## src/rtl/decoder.sv

```systemverilog
// pico-MIPS instruction control decoder: maps opcode and ALU zero flag onto datapath
// control lines. Purely combinational; rst forces every output low without a clock.
module decoder (
    input  logic       clk,
    input  logic       rst,
    input  logic [5:0] opcode,
    input  logic       ZF,
    output logic [2:0] alu_func,
    output logic       reg_write,
    output logic       immediate,
    output logic       mult,
    output logic       read_in,
    output logic       write_out,
    output logic       pc_rel_branch
);

    localparam logic [5:0] OP_NOP  = 6'b000000;
    localparam logic [5:0] OP_ADD  = 6'b000001;
    localparam logic [5:0] OP_SUB  = 6'b000010;
    localparam logic [5:0] OP_ADDI = 6'b000011;
    localparam logic [5:0] OP_SUBI = 6'b000100;
    localparam logic [5:0] OP_BEQ  = 6'b000101;
    localparam logic [5:0] OP_BNQ  = 6'b000110;
    localparam logic [5:0] OP_JMP  = 6'b000111;
    localparam logic [5:0] OP_MULT = 6'b001000;
    localparam logic [5:0] OP_STIN = 6'b001001;
    localparam logic [5:0] OP_LOUT = 6'b001010;

    localparam logic [2:0] RNOP = 3'b000;
    localparam logic [2:0] RADD = 3'b001;
    localparam logic [2:0] RSUB = 3'b010;

    // clk exists only for interface uniformity; the decode has no state.
    logic unused_clk_s;
    assign unused_clk_s = clk;

    // Opcode decode; unlisted and X/Z opcodes fall through to the all-zero default.
    always_comb begin
        alu_func      = RNOP;
        reg_write     = 1'b0;
        immediate     = 1'b0;
        mult          = 1'b0;
        read_in       = 1'b0;
        write_out     = 1'b0;
        pc_rel_branch = 1'b0;
        if (rst) begin
            alu_func      = RNOP;
            pc_rel_branch = 1'b0;
        end else begin
            case (opcode)
                OP_NOP: begin
                    alu_func = RNOP;
                end
                OP_ADD: begin
                    alu_func  = RADD;
                    reg_write = 1'b1;
                end
                OP_SUB: begin
                    alu_func  = RSUB;
                    reg_write = 1'b1;
                end
                OP_ADDI: begin
                    alu_func  = RADD;
                    immediate = 1'b1;
                    reg_write = 1'b1;
                end
                OP_SUBI: begin
                    alu_func  = RSUB;
                    immediate = 1'b1;
                    reg_write = 1'b1;
                end
                OP_BEQ: begin
                    alu_func      = RSUB;
                    pc_rel_branch = ZF;
                end
                OP_BNQ: begin
                    alu_func      = RSUB;
                    pc_rel_branch = ~ZF;
                end
                OP_JMP: begin
                    pc_rel_branch = 1'b1;
                end
                OP_MULT: begin
                    mult      = 1'b1;
                    reg_write = 1'b1;
                end
                OP_STIN: begin
                    read_in   = 1'b1;
                    reg_write = 1'b1;
                end
                OP_LOUT: begin
                    write_out = 1'b1;
                end
                default: begin
                    alu_func = RNOP;
                end
            endcase
        end
    end

endmodule

```

## config.mk

```make
export PLATFORM = sky130hd
export DESIGN_NAME = decoder
export DESIGN_NICKNAME = d
export VERILOG_FILES = /design/src/rtl/decoder.sv
export SDC_FILE = /design/constraint.sdc
export NUM_CORES = 1
export LEC_CHECK = 0
export BUFFER_PORTS_ARGS = -buffer_cell sky130_fd_sc_hd__buf_2
export CORE_AREA = 2 2 39 41
export DETAILED_ROUTE_END_ITERATION = 16
export DIE_AREA = 0 0 41 43
export PLACE_DENSITY = 0.43
export RECOVER_POWER = 100
export SLEW_MARGIN = 30
export SYNTH_ARGS = -nofsm -noshare
export SYNTH_HDL_FRONTEND = slang
export SYNTH_SLANG_ARGS = --single-unit
export TNS_END_PERCENT = 20
```

## constraint.sdc

```tcl
create_clock -name vclk -period 1.2
set_input_delay 0.06 -clock vclk [all_inputs]
set_output_delay 0.06 -clock vclk [all_outputs]
set_load 0.03 [all_outputs]
```

==> impl_results.md <==
* Post-synth top area share at between 15 and 20%
* Hold-fix buffers, CTS at 0
* Peak supply drop at 0.0515 mV
* Worst setup EP type: output port
* Count of final hold-check violations at 0
* Diode count at 0
* Core area at between 1000 and 1500 sq um
* Initial antenna violation count at 0
* # IOs at 18
* Seq. cell area at 0 sq um
* Die width at 41 microns
* Initial Util at around 11%
* Total track usage at under 10%
* Placed wire-length estimate at ~370 microns
* Global-route wire length before repair at about 620 microns
* Mapped cell area at approximately 150 sq um
* Seq/Total Area, Yosys at 0%
* Synth unique cells at 16
* Post-synthesis cell count at 24
* Worst path bufs/invs at 2
* Crit Path Class: input pin to output port
* Setup bufs post-CTS at 0
* Pwr Density at around 240 nW/um^2
* Max-cap violations at 0
* Min-delay worst type: input pin to output port
* Slew Limit Fails at 0
* Routed len/inst at 8.22 microns
* Die area at around 1800 sq um
* Tot Pwr at 0.0610 mW
* Most common cell in the synthesized netlist: nor3b_1
* Antenna viol nets, final at 0
* Sequential cells at 0
* Post-CTS Resized at 0
* Drt total wl at approximately 440 microns
* Leakage power at between 0.1 and 0.15 nW
* Period minus WS final at roughly 1100 ps
* Largest area contributor in the netlist: nor3b_1
* Hold WS at between 500 and 600 ps
* DR pass1 iterations at 1
* Final Util at between 10% and 20%
* Slowest stage delay, CP at roughly 350 ps
* Share of layout cells above drive strength 1 at 50.0%
* Crit path max fanout at 9
* Worst path slowest cell: or3b_1
* Vias in the first global route at roughly 150
* Number of core rows at 14
* Crit share post-route at about 92%
* Synth Area per Inst at between 6 and 7 sq um
* RSZ-0062 raised after global routing: no
* Crit path cell chain: buf_2 -> or3b_1 -> a21oi_1 -> o21a_1 -> clkbuf_2
* Largest net degree at the start of global routing at 10
* Worst path top cell family by delay: buffers and inverters
* Area Growth Syn to Fin at 63.1%
* Detailed-route DRC error count at 0
* Number of synthesis warnings at 0
* Vias per inst at about 3.7
* WP data required at approximately 1100 ps
* Clk_buf instances at 0
* Critical Path AT at ~1000 ps
* Grt ovf at 0
* Setup Viol. Count Final at 0
* IO Port Bufs at 16
* Iter 0 DRT Violations at 0
* Vias at approximately 200
* Placed insts at 54
* CP Launch Type: input pin
* Status: complete, no violations
* Total Nets Final at just under 50
* Finished Layout Cells at 54
* Placer Congestion at between 0.6 and 0.7
* Dominant cells by area after synthesis: nor3b_1 (20%), nand3b_1 (9.8%), nand2b_1 (8.2%), a21oi_1 (6.6%), mux2i_1 (6.6%)
* Fmax achieved at approximately 900 MHz
* Syn nets at 33
* Die Y at around 43 microns
-- routing by layer --
layer	share of wire [%]	track usage, %
met1	53	8.23
met4	0	0
met2	34	6.56
met3	13	0
met5	0	0
-- layout by cell type, fill, tap and decap left out --
cell and n:
buf_4 1, a211oi_2 1, nand2_1 1, nor2_1 2, nor3_1 2, nand2b_1 2
mux2i_1 1, or3b_1 1, a21oi_1 2, nor3b_1 4, nand3b_1 2, o21a_1 1
clkbuf_2 7, nor3_2 1, conb_1 1, buf_2 9
-- where the power goes --
group	internal (mW)	total [mW]	switching (mW)
Sequential	0	0	0
Clock	0	0	0
Combinational	0.0253	0.0610	0.0357
Total	0.0253	0.0610	0.0357
-- per-stage QoR --
step | instance area [sq um] | setup TNS, ps | setup slack, ps
floorplan | 158 | -89.3 | -27.3
global placement | 249 | 0 | 108
detailed placement | 249 | 0 | 92.9
CTS | 249 | 0 | 85.0
global route | 249 | 0 | 19.0
finish | 249 | 0 | 98.5
-- final cells by class --
class              instances  area [sq um]
multi-input cells         21           141
fillers                  161          1130
repair buffers            17          87.6
well taps                 16          20.0
-- cell families after synthesis --
kind of cell           share of synthesized area (%)
AOI/OAI and AO/OA                               16.4
buffers and inverters                           10.7
muxes                                           6.56
other                                           2.46
and+or+nand+nor                                 63.9
-- final timing paths --
kind       from           to  slack, ps  cells past startpoint
max   opcode[2]    reg_write        100                      5
min   opcode[2]  alu_func[0]        510                      3
No activity file was read; power rests on OpenSTA's default activity.
